<file path="src/rtl/phase_bus_pkg.sv">
// Shared definitions for the phase bus: port map, strobe levels and FSM state types.
// Used by both the responder card and the bus master.
package phase_bus_pkg;

    localparam logic [2:0] PORT_LAMP0  = 3'd0;
    localparam logic [2:0] PORT_LAMP1  = 3'd1;
    localparam logic [2:0] PORT_LAMP2  = 3'd2;
    localparam logic [2:0] PORT_MUX    = 3'd3;
    localparam logic [2:0] PORT_ADC_HI = 3'd4;
    localparam logic [2:0] PORT_ADC_LO = 3'd5;
    localparam logic [2:0] PORT_STATUS = 3'd6;
    localparam logic [2:0] PORT_ID     = 3'd7;

    typedef enum logic {
        STROBE_ACTIVE = 1'b0,
        STROBE_IDLE   = 1'b1
    } strobe_e;

    typedef enum logic [1:0] {
        BUS_IDLE,
        BUS_WRITE,
        BUS_READ,
        BUS_ERROR
    } bus_state_e;

    typedef enum logic {
        ADC_IDLE,
        ADC_CONVERTING
    } adc_state_e;

endpackage

</file>
<file path="src/rtl/phase_bus_responder_if.sv">
// Asynchronous card-bus signals shared between the master and a responder card.
interface phase_bus_responder_if;
    logic [3:0] BOARD_X;
    logic [2:0] AddessPortPin;
    logic       RdP;
    logic       WrP;
    logic [7:0] Data_In_Port;
    logic [7:0] Data_Out_Port;
    logic       data_oe;

    modport master (
        output BOARD_X, AddessPortPin, RdP, WrP, Data_In_Port,
        input  Data_Out_Port, data_oe
    );

    modport slave (
        input  BOARD_X, AddessPortPin, RdP, WrP, Data_In_Port,
        output Data_Out_Port, data_oe
    );
endinterface

</file>
<file path="src/rtl/phase_bus_adc_ctrl.sv">
// ADC conversion sequencer: waits CONV_CYCLES cycles after a start, then captures the sample.
// A start while converting restarts the count; an abort leaves the last result intact.
module phase_bus_adc_ctrl
    import phase_bus_pkg::*;
#(
    parameter int CONV_CYCLES = 270
) (
    input  logic        clock,
    input  logic        reset,
    input  logic        i_start,
    input  logic        i_abort,
    input  logic [15:0] i_value,
    output logic        o_busy,
    output logic        o_done,
    output logic [15:0] o_result
);
    localparam int            CW   = $clog2(CONV_CYCLES + 1);
    localparam logic [CW-1:0] LAST = CW'(CONV_CYCLES - 1);

    adc_state_e    r_state, w_state_nxt;
    logic [CW-1:0] r_cnt;
    logic [15:0]   r_result;
    logic          w_latch;

    always_ff @(posedge clock) begin
        if (reset) r_state <= ADC_IDLE;
        else       r_state <= w_state_nxt;
    end

    always_comb begin
        w_state_nxt = r_state;
        w_latch     = 1'b0;
        if (i_abort) begin
            w_state_nxt = ADC_IDLE;
        end else if (i_start) begin
            w_state_nxt = ADC_CONVERTING;
        end else if (r_state == ADC_CONVERTING && r_cnt == LAST) begin
            w_state_nxt = ADC_IDLE;
            w_latch     = 1'b1;
        end
    end

    always_ff @(posedge clock) begin
        if (reset) begin
            r_cnt    <= '0;
            r_result <= '0;
        end else begin
            if (i_start)                       r_cnt <= '0;
            else if (r_state == ADC_CONVERTING) r_cnt <= r_cnt + CW'(1);
            if (w_latch) r_result <= i_value;
        end
    end

    assign o_busy   = (r_state == ADC_CONVERTING);
    assign o_done   = w_latch;
    assign o_result = r_result;
endmodule

</file>
<file path="src/rtl/phase_bus_responder.sv">
// Phase-control card responder: eight byte ports on the asynchronous card bus, three
// lamp latches, an ADC mux/result pair, status and a fixed card ID.
module phase_bus_responder
    import phase_bus_pkg::*;
#(
    parameter int         BOARD_INDEX = 0,
    parameter int         CONV_CYCLES = 270,
    parameter logic [7:0] CARD_ID     = 8'hA5
) (
    input  logic                   clock,
    input  logic                   reset,
    phase_bus_responder_if.slave   bus,
    input  logic                   LampResetPin,
    output logic [23:0]            lamp_out,
    output logic [7:0]             adc_channel,
    input  logic [15:0]            adc_value,
    output logic                   adc_busy
);
    localparam logic [1:0] SEL_BIT = 2'(BOARD_INDEX);

    logic [1:0]      r_rd_s, r_wr_s, r_lrst_s;
    logic [1:0][3:0] r_bx_s;
    logic [1:0][2:0] r_addr_s;
    logic [1:0][7:0] r_din_s;

    always_ff @(posedge clock) begin
        if (reset) begin
            r_rd_s   <= {STROBE_IDLE, STROBE_IDLE};
            r_wr_s   <= {STROBE_IDLE, STROBE_IDLE};
            r_lrst_s <= '0;
            r_bx_s   <= '0;
            r_addr_s <= '0;
            r_din_s  <= '0;
        end else begin
            r_rd_s   <= {r_rd_s[0], bus.RdP};
            r_wr_s   <= {r_wr_s[0], bus.WrP};
            r_lrst_s <= {r_lrst_s[0], LampResetPin};
            r_bx_s   <= {r_bx_s[0], bus.BOARD_X};
            r_addr_s <= {r_addr_s[0], bus.AddessPortPin};
            r_din_s  <= {r_din_s[0], bus.Data_In_Port};
        end
    end

    logic       w_rd_act, w_wr_act, w_sel, w_lrst, w_both;
    logic [2:0] w_addr;
    logic [7:0] w_din;

    assign w_rd_act = (r_rd_s[1] == STROBE_ACTIVE);
    assign w_wr_act = (r_wr_s[1] == STROBE_ACTIVE);
    assign w_sel    = r_bx_s[1][SEL_BIT];
    assign w_lrst   = r_lrst_s[1];
    assign w_addr   = r_addr_s[1];
    assign w_din    = r_din_s[1];
    assign w_both   = w_sel && w_rd_act && w_wr_act;

    bus_state_e r_state, w_state_nxt;
    logic       w_do_write, w_rd_done, w_err_set;

    always_ff @(posedge clock) begin
        if (reset) r_state <= BUS_IDLE;
        else       r_state <= w_state_nxt;
    end

    always_comb begin
        w_state_nxt = r_state;
        w_do_write  = 1'b0;
        w_rd_done   = 1'b0;
        w_err_set   = 1'b0;
        case (r_state)
            BUS_IDLE: begin
                if (w_both) begin
                    w_state_nxt = BUS_ERROR;
                    w_err_set   = 1'b1;
                end else if (w_sel && w_wr_act) w_state_nxt = BUS_WRITE;
                else if (w_sel && w_rd_act)     w_state_nxt = BUS_READ;
            end
            BUS_WRITE: begin
                if (w_both) begin
                    w_state_nxt = BUS_ERROR;
                    w_err_set   = 1'b1;
                end else if (!w_wr_act) begin
                    w_state_nxt = BUS_IDLE;
                    w_do_write  = 1'b1;
                end
            end
            BUS_READ: begin
                if (w_both) begin
                    w_state_nxt = BUS_ERROR;
                    w_err_set   = 1'b1;
                end else if (!w_rd_act) begin
                    w_state_nxt = BUS_IDLE;
                    w_rd_done   = 1'b1;
                end else if (!w_sel) begin
                    w_state_nxt = BUS_IDLE;
                end
            end
            BUS_ERROR: if (!w_rd_act && !w_wr_act) w_state_nxt = BUS_IDLE;
            default:   w_state_nxt = BUS_IDLE;
        endcase
    end

    logic [2:0][7:0] r_lamp;
    logic [7:0]      r_mux, r_dout, w_port;
    logic            r_err, r_done, r_oe;
    logic            w_adc_start, w_adc_done;
    logic [15:0]     w_adc_result;

    // A card reset wins over a simultaneous mux write, so no conversion starts then.
    assign w_adc_start = w_do_write && (w_addr == PORT_MUX) && !w_lrst;

    phase_bus_adc_ctrl #(.CONV_CYCLES(CONV_CYCLES)) u_adc (
        .clock    (clock),
        .reset    (reset),
        .i_start  (w_adc_start),
        .i_abort  (w_lrst),
        .i_value  (adc_value),
        .o_busy   (adc_busy),
        .o_done   (w_adc_done),
        .o_result (w_adc_result)
    );

    always_comb begin
        w_port = 8'h00;
        case (w_addr)
            PORT_LAMP0:  w_port = r_lamp[0];
            PORT_LAMP1:  w_port = r_lamp[1];
            PORT_LAMP2:  w_port = r_lamp[2];
            PORT_MUX:    w_port = r_mux;
            PORT_ADC_HI: w_port = w_adc_result[15:8];
            PORT_ADC_LO: w_port = w_adc_result[7:0];
            PORT_STATUS: w_port = {5'b0, r_err, r_done, adc_busy};
            PORT_ID:     w_port = CARD_ID;
            default:     w_port = 8'h00;
        endcase
    end

    always_ff @(posedge clock) begin
        if (reset) begin
            r_lamp <= '0;
            r_mux  <= '0;
            r_err  <= 1'b0;
            r_done <= 1'b0;
            r_oe   <= 1'b0;
            r_dout <= '0;
        end else begin
            if (w_lrst) begin
                r_lamp <= '0;
                r_mux  <= '0;
            end else if (w_do_write) begin
                case (w_addr)
                    PORT_LAMP0: r_lamp[0] <= w_din;
                    PORT_LAMP1: r_lamp[1] <= w_din;
                    PORT_LAMP2: r_lamp[2] <= w_din;
                    PORT_MUX:   r_mux     <= w_din;
                    default: ;
                endcase
            end
            if (w_err_set)                               r_err <= 1'b1;
            else if (w_rd_done && w_addr == PORT_STATUS) r_err <= 1'b0;
            if (w_adc_done)                              r_done <= 1'b1;
            else if (w_rd_done && w_addr == PORT_STATUS) r_done <= 1'b0;
            // Drive follows the next state so release happens one cycle after the strobe rises.
            r_oe   <= (w_state_nxt == BUS_READ);
            r_dout <= (w_state_nxt == BUS_READ) ? w_port : 8'h00;
        end
    end

    assign bus.data_oe       = r_oe;
    assign bus.Data_Out_Port = r_dout;
    assign lamp_out          = r_lamp;
    assign adc_channel       = r_mux;
endmodule
</file>
<file path="src/flat_wrapper.sv">
// flat-port wrapper written by rule: the top's interface ports become plain ports
module phase_bus_responder_flat import phase_bus_pkg::*;
#(
    parameter int         BOARD_INDEX = 0,
    parameter int         CONV_CYCLES = 270,
    parameter logic [7:0] CARD_ID     = 8'hA5
)
  (clock, reset, LampResetPin, lamp_out, adc_channel, adc_value, adc_busy, bus_BOARD_X, bus_AddessPortPin, bus_RdP, bus_WrP, bus_Data_In_Port, bus_Data_Out_Port, bus_data_oe);
  phase_bus_responder_if bus_i ();
  input  logic clock;
  input  logic reset;
  input  logic LampResetPin;
  output logic [23:0] lamp_out;
  output logic [7:0] adc_channel;
  input  logic [15:0] adc_value;
  output logic adc_busy;
  input wire logic [$bits(bus_i.BOARD_X)-1:0] bus_BOARD_X;
  input wire logic [$bits(bus_i.AddessPortPin)-1:0] bus_AddessPortPin;
  input wire logic [$bits(bus_i.RdP)-1:0] bus_RdP;
  input wire logic [$bits(bus_i.WrP)-1:0] bus_WrP;
  input wire logic [$bits(bus_i.Data_In_Port)-1:0] bus_Data_In_Port;
  output wire logic [$bits(bus_i.Data_Out_Port)-1:0] bus_Data_Out_Port;
  output wire logic [$bits(bus_i.data_oe)-1:0] bus_data_oe;
  assign bus_i.BOARD_X = bus_BOARD_X;
  assign bus_i.AddessPortPin = bus_AddessPortPin;
  assign bus_i.RdP = bus_RdP;
  assign bus_i.WrP = bus_WrP;
  assign bus_i.Data_In_Port = bus_Data_In_Port;
  assign bus_Data_Out_Port = bus_i.Data_Out_Port;
  assign bus_data_oe = bus_i.data_oe;
  phase_bus_responder #(.BOARD_INDEX(BOARD_INDEX), .CONV_CYCLES(CONV_CYCLES), .CARD_ID(CARD_ID)) u_core (.clock(clock), .reset(reset), .bus(bus_i), .LampResetPin(LampResetPin), .lamp_out(lamp_out), .adc_channel(adc_channel), .adc_value(adc_value), .adc_busy(adc_busy));
endmodule
</file>
<file path="config.mk">
export PLATFORM = sky130hd
export DESIGN_NAME = phase_bus_responder_flat
export DESIGN_NICKNAME = d
export VERILOG_FILES = /design/src/rtl/phase_bus_pkg.sv /design/src/rtl/phase_bus_responder_if.sv /design/src/rtl/phase_bus_adc_ctrl.sv /design/src/rtl/phase_bus_responder.sv /design/src/flat_wrapper.sv
export SDC_FILE = /design/constraint.sdc
export NUM_CORES = 1
export LEC_CHECK = 0
export CORE_ASPECT_RATIO = 0.9
export CORE_UTILIZATION = 35
export DETAILED_ROUTE_END_ITERATION = 10
export GPL_ROUTABILITY_DRIVEN = 0
export MAX_ROUTING_LAYER = met4
export RECOVER_POWER = 50
export SLEW_MARGIN = 20
export SYNTH_ARGS = -nofsm -noshare
export SYNTH_HDL_FRONTEND = slang
export SYNTH_SLANG_ARGS = --single-unit
</file>
<file path="constraint.sdc">
create_clock -name clock -period 1.61 [get_ports clock]
set_input_delay 0.322 -clock clock [delete_from_list [all_inputs] [get_ports clock]]
set_output_delay 0.322 -clock clock [all_outputs]
set_load 0.005 [all_outputs]
</file>
Yosys cells after proc, flatten, opt, wreduce, memory -nomap -nowiden
Index checks and enable logic that the tools add are counted.
{ "classes": {"add_sub_neg": 1, "eq_ne": 12, "mux": 27, "bitwise": 3, "n_reduce_logical": 22} }
{ "op_table": {"columns": ["op", "n"], "rows": [
  ["$pmux 8 s8", 1],
  ["$mux 2", 9],
  ["$mux 1", 16],
  ["$eq 3x3->1 const B", 4],
  ["$add 9x1->9 const B", 1],
  ["$eq 9x9->1 const B", 1],
  ["$logic_and 1x1->1", 8],
  ["$pmux 2 s4", 1],
  ["$reduce_and 2->1", 4],
  ["$eq 2x2->1 const B", 3],
  ["$eq 3x2->1 const B", 2],
  ["$reduce_bool 2->1", 3],
  ["$reduce_or 2->1", 3],
  ["$eq 3x1->1 const B", 1],
  ["$logic_not 3->1", 1],
  ["$not 1->1", 3],
  ["$reduce_or 3->1", 1],
  ["$eq 2x1->1 const B", 1],
  ["$logic_not 2->1", 1],
  ["$logic_not 1->1", 1]
]} }
{ "totals": {"ff_bits": 101, "input_bits": 36, "output_inout_bits": 42} }

Depth between registers and ports, before layout
Gate-level depths: netlist (run 1).
{ "depth": {"ltp_word": 10, "mapped_depth": 8} }

Hierarchy
From an unflattened synthesis (run 1), not the netlist that was laid out.
{ "hier_totals": {"hier_cells": 434, "area_unflattened_um2": 4085.2} }
{ "by_module_without_submodules": {"columns": ["mod", "instances", "cells_per_inst", "area_per_inst_um2"], "rows": [
  ["phase_bus_responder", 1, 312, 2891.5],
  ["phase_bus_adc_ctrl", 1, 122, 1193.6]
]} }

Least setup slack after synthesis (run 1)
OpenSTA, ideal clock, no wires.
{ "synth_timing": {"path_type": "reg-to-reg", "start": "register u_core.u_adc.r_cnt[1]", "end": "register u_core.r_done", "t_arrival_ns": 1.383, "t_required_ns": 1.482, "slack_ns": 0.100, "path_stages_with_launch": 9, "period_less_slack_ns": 1.510, "path_cell_list": "dfxtp_1 -> inv_1 -> ha_1 -> and4_1 -> and4b_1 -> buf_4 -> buf_6 -> a22oi_1 -> nor2_1"} }
{ "synth_via": {"elab_chain_cells": 6} }
{ "synth_rtl": {"columns": ["element", "line_no", "rtl"], "rows": [
  ["start: declaration", "phase_bus_adc_ctrl.sv:21", "logic [CW-1:0] r_cnt;"],
  ["start signal: assignment", "phase_bus_adc_ctrl.sv:49", "else if (r_state == ADC_CONVERTING) r_cnt <= r_cnt + CW'(1);"],
  ["$eq 9x9->1 *", "phase_bus_adc_ctrl.sv:37", "end else if (r_state == ADC_CONVERTING && r_cnt == LAST) begin"],
  ["$logic_and 1x1->1 *", "phase_bus_adc_ctrl.sv:37", null],
  ["$mux 1 *", "phase_bus_adc_ctrl.sv:37", null],
  ["$mux 1 *", "phase_bus_adc_ctrl.sv:35", "end else if (i_start) begin"],
  ["$mux 1 *", "phase_bus_adc_ctrl.sv:33", "if (i_abort) begin"],
  ["$mux 1 / $reduce_bool 2->1 (equally long branches)", null, null],
  ["end signal: assignment", "phase_bus_responder.sv:142", "r_done <= 1'b0;"],
  ["end signal: assignment", "phase_bus_responder.sv:160", "if (w_adc_done) r_done <= 1'b1;"],
  ["end signal: assignment", "phase_bus_responder.sv:161", "else if (w_rd_done && w_addr == PORT_STATUS) r_done <= 1'b0;"],
  ["end: declaration", "phase_bus_responder.sv:104", "logic r_err, r_done, r_oe;"]
]} }
Every way passes the cells marked *; elsewhere a longest branch is shown, timed or not.
A chain may end at the register's enable or synchronous reset.

Worst setup path in the final report (run 1)
{ "layout_timing": {"start": "register u_core.r_lamp (netlist bit u_core.lamp_out[9])", "end": "output port lamp_out[9]"} }
{ "layout_lines": {"columns": ["element", "line_no", "rtl"], "rows": [
  ["start: declaration", "phase_bus_responder.sv:102", "logic [2:0][7:0] r_lamp;"],
  ["end: declaration", "flat_wrapper.sv:13", "output logic [23:0] lamp_out;"]
]} }
No word-level cell between the ends.

==> metrics.txt, run 1 <==
outcome finished, final reports clean; WHS Endpoint u_core.r_rd_s[1]; clock share of power 0.446; # Max-Cap Violations 0; Netlist cell types 49; pwr dens 955 nW/um2; Nets 537; Async S/R FF share, synth 0; R2R setup slack 0.09 ns; CP Cell Sequence clkdlybuf4s50_1; Initial Util 0.364; post-synthesis simple-gate area fraction 0.215; Psw 0.00111 W; # DRC 0; H-tree depth 3; Slew Limit Fails 0; met2 WL post-DR 4470 um; Reg2Reg Capture Point u_core.bus.Data_Out_Port[2]; mux cell area share after synthesis 0.0810; DIE WIDTH 114 um; CP Capture Type output port; via count 3,152; Setup crit start kind register; RR Startpoint u_core.w_addr[0]; WP data required 1.29 ns; Worst Path Buf+Inv 1; max layer used met4; most common flop cell mapped by yosys dfxtp_1; HPWL Detailed 6810 um; Hold Path Depth 1; Worst-Margin Slew 1.05 ns; fin crit share 0.977; sequential area share after synthesis 0.507; Max Buffers Root-to-Sink 2; worst-path fanout max 3; first-pass GRT wire length 14,800 um; Worst-Skew Late Latency 0.35 ns; relative slew slack 0.297; clk slew on worst S/H paths 0.07 ns; Setup TNS 0 ns; critical path arrival 1.25 ns; DR WL met3 551 um; Crit path max-delay family buffers and inverters; wire per inst 14.4 um; sequential power share 0.506; Post-Synth Adder-Cell Area 0.00628; placed cell area 4960 um2; share of post-route cells with drive strength above 1 0.151; antenna violations before repair 0; drt pass-1 iters 4; largest net degree at the start of global routing 34; RSZ-0062 raised after global routing false; Hold Buf Count CTS 0; die area 11,800 um2; Worst path slowest cell clkdlybuf4s50_1; CTS tree done; Worst Hold Class register to register; Setup violations, final 0; Post-synth EDFFs 0; vias in the first global route 2,937; Root Driver clkbuf_16; Synth Cell Area 3990 um2; Fillers 1,054; synthesized instance count 420; Antenna diodes 0; Final Power 0.00506 W; kind of critical path register to output port; Final Hold Fails 0; Hold Startpoint u_core.r_rd_s[0]; clock skew 0.00953 ns; Ys Warns 0; VDD IR max 0.508 mV; synthesized flop and latch total 101; grt ovf 0; num ports 78; Initial DRC Count 181; sw frac 0.220; Comb pwr share 0.048; Crit path largest cell delay 0.52 ns; TritonCTS Buffers 9; DRT Wirelength 9440 um; syn nets 458; fin area 5300 um2; largest family of logic cells by synthesized area simple AND/OR/NAND/NOR gates; Die H 103 um; wl on met1 4280 um; syn_area_per_cell 9.49 um2; Compound-Gate Fraction of Synth Area 0.126; Synth Area in XOR/XNOR 0.0176; P_leak 2.01 nW; post-route minimum period 1.57 ns; FMAX 636 MHz; Core Area 10,900 um2; port bufs 74; R2R cell count 5; Post-CTS Setup Bufs 0; total clock sinks 101; Area Overhead vs Synth 32.9%; global-route usage over all layers 0.172; antenna-violating nets left 0; Pint 0.00394 W; row cnt 36; vias per cell 4.80
-- cells in the mapped netlist (all sizes together), types with 7 or more instances --
master,n,area (um2)
o21ai,22,110
mux2i,30,300
nand2,25,93.8
buf,17,115
nand3,21,110
dfxtp,101,2020
inv,7,26.3
clkbuf,12,45.0
a21oi,39,195
nor2,46,189
nand2b,9,58.8
nor2b,28,175
-- worst register-to-register path: stages, from the launching register on --
cell     delay [ns]
dfxtp_1        0.38
buf_4          0.20
or3b_2         0.44
a21oi_1        0.15
o22ai_1        0.11
o211a_1        0.13
-- layer usage --
layer	track usage	vias up
met5	-	-
met2	0.284	82
met1	0.209	1465
li1	-	1595
met3	0.0414	10
met4	0.0559	0
-- registers in the layout (all words and copies together), names as in the netlist, 8 cells and up --
signal / flops
u_core.r_din_s: 8
u_core.lamp_out: 24
u_core.bus.Data_Out_Port: 8
u_core.adc_channel: 8
u_core.u_adc.o_result: 16
u_core.u_adc.r_cnt: 9
u_core.w_din: 8
-- cell type report --
type,count,area [um2],share of cell area
Clock buffer,10,239,0.0451
Clock inverter,6,76.3,0.0144
Sequential cell,101,2040,0.386
Multi-Input combinational cell,283,1790,0.338
Timing Repair Buffer,97,932,0.176
Inverter,7,26.3,0.00496
Tap cell,152,190,0.0359
-- placed cells by master (no fill, tap or decap), types with 4 or more instances in the layout --
cell	instances
a211oi_1	4
inv_1	7
o21ai_1	12
nand2_1	25
buf_4	16
clkdlybuf4s50_1	66
mux2i_1	30
nand3_1	20
o21ai_0	10
dfxtp_2	14
nor2_1	45
or2_2	6
clkbuf_16	9
nand2b_1	7
a21oi_1	39
dlygate4sd3_1	7
dfxtp_1	86
xnor2_1	5
nor2b_1	28
-- per-stage QoR --
| stage | hold slack [ns] | util | instances | setup WS [ns] |
|---|---|---|---|---|
| finish | 0.410 | 0.484 | 656 | 0.0376 |
| global route | 0.416 | 0.484 | 656 | 0.00515 |
| CTS | 0.403 | 0.482 | 656 | 0.000480 |
| detailed placement | 0.394 | 0.453 | 640 | 0.0221 |
| global placement | 0.395 | 0.453 | 640 | 0.0257 |
| floorplan | 0.389 | - | 420 | 0.0995 |
-- worst max path at each step --
stage                           from                   to  cells after the start
2_1_floorplan  u_core.u_adc.r_cnt[1]        u_core.r_done                      8
3_3_place_gp        u_core.r_wr_s[1]  u_core.lamp_out[12]                      4
3_5_place_dp        u_core.r_wr_s[1]  u_core.lamp_out[15]                      4
4_1_cts        u_core.adc_channel[7]       adc_channel[7]                      1
5_1_grt          u_core.u_adc.o_busy             adc_busy                      1
6_report          u_core.lamp_out[9]          lamp_out[9]                      1
-- power groups by stage --
stage	clock, W	combinational, W	sequential, W
after floorplan	0	0.000129	0.00260
after global placement	0	0.000243	0.00262
after detailed placement	0	0.000245	0.00262
after CTS	0.00231	0.000246	0.00256
after global routing	0.00241	0.000265	0.00256
final	0.00226	0.000245	0.00256
-- cell families after synthesis --
kind of cell / after synthesis
and+or+nand+nor: 157
AOI/OAI and AO/OA: 84
DFF: 101
muxes: 32
xor gates and xnor gates: 8
buffers and inverters: 36
adders and majority gates: 2
-- repair_timing --
item                       4_1_cts  5_1_grt
gates resized for setup          2       18
pin swaps                        0        1
setup endpoints to repair        2       34
No activity file was read; power rests on OpenSTA's default activity.
==> run 2, diff against run 1 <==
--- a/config.mk
+++ b/config.mk
@@ -7,6 +7,7 @@
 export LEC_CHECK = 0
 export CORE_ASPECT_RATIO = 0.9
 export CORE_UTILIZATION = 35
+export CTS_BUF_LIST = sky130_fd_sc_hd__clkbuf_8
 export DETAILED_ROUTE_END_ITERATION = 10
 export GPL_ROUTABILITY_DRIVEN = 0
 export MAX_ROUTING_LAYER = met4
==> constraint.sdc (replaced) <==
create_clock -name clock -period 1.8 [get_ports clock]
set_input_delay 0.36 -clock clock [delete_from_list [all_inputs] [get_ports clock]]
set_output_delay 0.36 -clock clock [all_outputs]
set_load 0.005 [all_outputs]
==> run 2 against run 1 <==
Effect of this change:
- via count decreased by 1.9%
- non-clock buffer count decreased by 6
- sequential cell count unchanged
- first-iteration DRC count unchanged
- die area unchanged
- worst hold slack got worse by 0.10 ns
- sequential share of layout area increased by 1.5 points
- critical path depth increased by 3
- critical path type is now register to register
- largest power group unchanged
==> metrics.txt, run 2 (synthesis gave the netlist of run 1 again) <==
clock skew 0.0144 ns; FMAX 587 MHz; Die H 103 um; HPWL Detailed 6730 um; share of post-route cells with drive strength above 1 0.0984; R2R cell count 4; Core Area 10,900 um2; drt pass-1 iters 4; Worst-Skew Late Latency 0.37 ns; wire per inst 13.9 um; WP data required 2.02 ns; DRT Wirelength 9050 um; sw frac 0.237; fin crit share 0.946; Final Hold Fails 0; via count 3,093; die area 11,800 um2; first-pass GRT wire length 14,500 um; DIE WIDTH 114 um; Max Buffers Root-to-Sink 2; port bufs 74; global-route usage over all layers 0.167; # DRC 0; antenna violations before repair 0; grt ovf 0; Pint 0.00290 W; # Max-Cap Violations 0; Reg2Reg Capture Point u_core.lamp_out[13]; P_leak 1.90 nW; Worst-Margin Slew 0.835 ns; clk slew on worst S/H paths 0.10 ns; Post-CTS Setup Bufs 0; Setup violations, final 0; post-route minimum period 1.70 ns; Setup TNS 0 ns; row cnt 36; RR Startpoint u_core.r_state[0]; Hold Path Depth 2; Hold Startpoint reset; kind of critical path register to register; H-tree depth 3; Fin Hold WS 0.306 ns; Area Overhead vs Synth 26.7%; Initial DRC Count 181; VDD IR max 0.435 mV; CP Capture Type register; CTS tree done; relative slew slack 0.443; largest net degree at the start of global routing 47; most common cell after layout, fill and taps aside dfxtp_1; Antenna diodes 0; pwr dens 754 nW/um2; Nets 531; vias in the first global route 2,926; Psw 0.000902 W; TritonCTS Buffers 9; sequential power share 0.602; Comb pwr share 0.055; outcome finished, final reports clean; critical path arrival 1.93 ns; commonest cells after routing, fill and taps aside dfxtp_1, clkdlybuf4s50_1, nor2_1; post_cts resized 0; Initial Util 0.364; vias per cell 4.76; Worst Hold Class input pin to register; Root Driver clkbuf_8; Setup crit start kind register; worst-path fanout max 8; Slew Limit Fails 0; clock share of power 0.343; total clock sinks 101; RSZ-0062 raised after global routing false; num ports 78; Hold Buf Count CTS 0; Final Power 0.00381 W; max reg flops 24; WHS Endpoint u_core.r_state[0]; R2R setup slack 0.1 ns; antenna-violating nets left 0
-- run 2: worst max-delay path by stage --
stage	slack [ns]	cells after the start	endpoint	start
3_5_place_dp	0.11	4	u_core.lamp_out[13]	u_core.r_state[0]
5_1_grt	0.008	5	u_core.bus.Data_Out_Port[7]	u_core.r_wr_s[1]
3_3_place_gp	0.16	4	u_core.lamp_out[12]	u_core.r_state[0]
4_1_cts	0.08	4	u_core.lamp_out[13]	u_core.r_state[0]
6_report	0.1	4	u_core.lamp_out[13]	u_core.r_state[0]
2_1_floorplan	0.29	8	u_core.r_done	u_core.u_adc.r_cnt[1]
-- run 2: final cells by class --
cell class,count,area (um2)
Fill cell,1088,5900
Sequential cell,101,2020
Multi-Input combinational cell,283,1780
Timing Repair Buffer,91,856
Tap cell,152,190
Clock buffer,9,124
Clock inverter,7,55.1
Inverter,7,26.3
-- run 2: power groups by stage --
stage               clock network [W]  registers, W  logic, W
floorplan                           0       0.00233  0.000115
global placement                    0       0.00234  0.000214
detailed placement                  0       0.00234  0.000216
CTS                           0.00136       0.00229  0.000216
global route                  0.00145       0.00229  0.000231
finish                        0.00131       0.00229  0.000210
-- run 2: critical path: stages (launching register included) --
cell and delay, ns:
dfxtp_1 0.51, nand3b_4 0.16, or3_1 0.60, mux2i_1 0.23, nor2_1 0.06
-- run 2: per-stage QoR --
stage                     worst slack, ns  instances   util  area [um2]
after floorplan                     0.290        420      -        3990
after global placement              0.159        634  0.448        4900
after detailed placement            0.113        634  0.448        4900
after CTS                          0.0812        650  0.464        5080
after global routing              0.00813        650  0.461        5050
final                              0.0963        650  0.461        5050
-- run 2: metal layers --
metal  vias to the layer above  share of wire  GRT usage
li1                       1595              -          -
met1                      1405           0.46      0.210
met2                        80           0.46      0.264
met3                        13          0.057     0.0425
met4                         0          0.019     0.0559
met5                         -              0          -
==> run 3, diff against run 2 <==
--- a/config.mk
+++ b/config.mk
@@ -8,8 +8,10 @@
 export CORE_ASPECT_RATIO = 0.9
 export CORE_UTILIZATION = 35
 export CTS_BUF_LIST = sky130_fd_sc_hd__clkbuf_8
+export CTS_CLUSTER_SIZE = 40
 export DETAILED_ROUTE_END_ITERATION = 10
 export GPL_ROUTABILITY_DRIVEN = 0
+export HOLD_SLACK_MARGIN = 0.08
 export MAX_ROUTING_LAYER = met4
 export RECOVER_POWER = 50
 export SLEW_MARGIN = 20
==> results of run 3 <==
The final DEF is identical to that of run 2; final timing and power are the same.
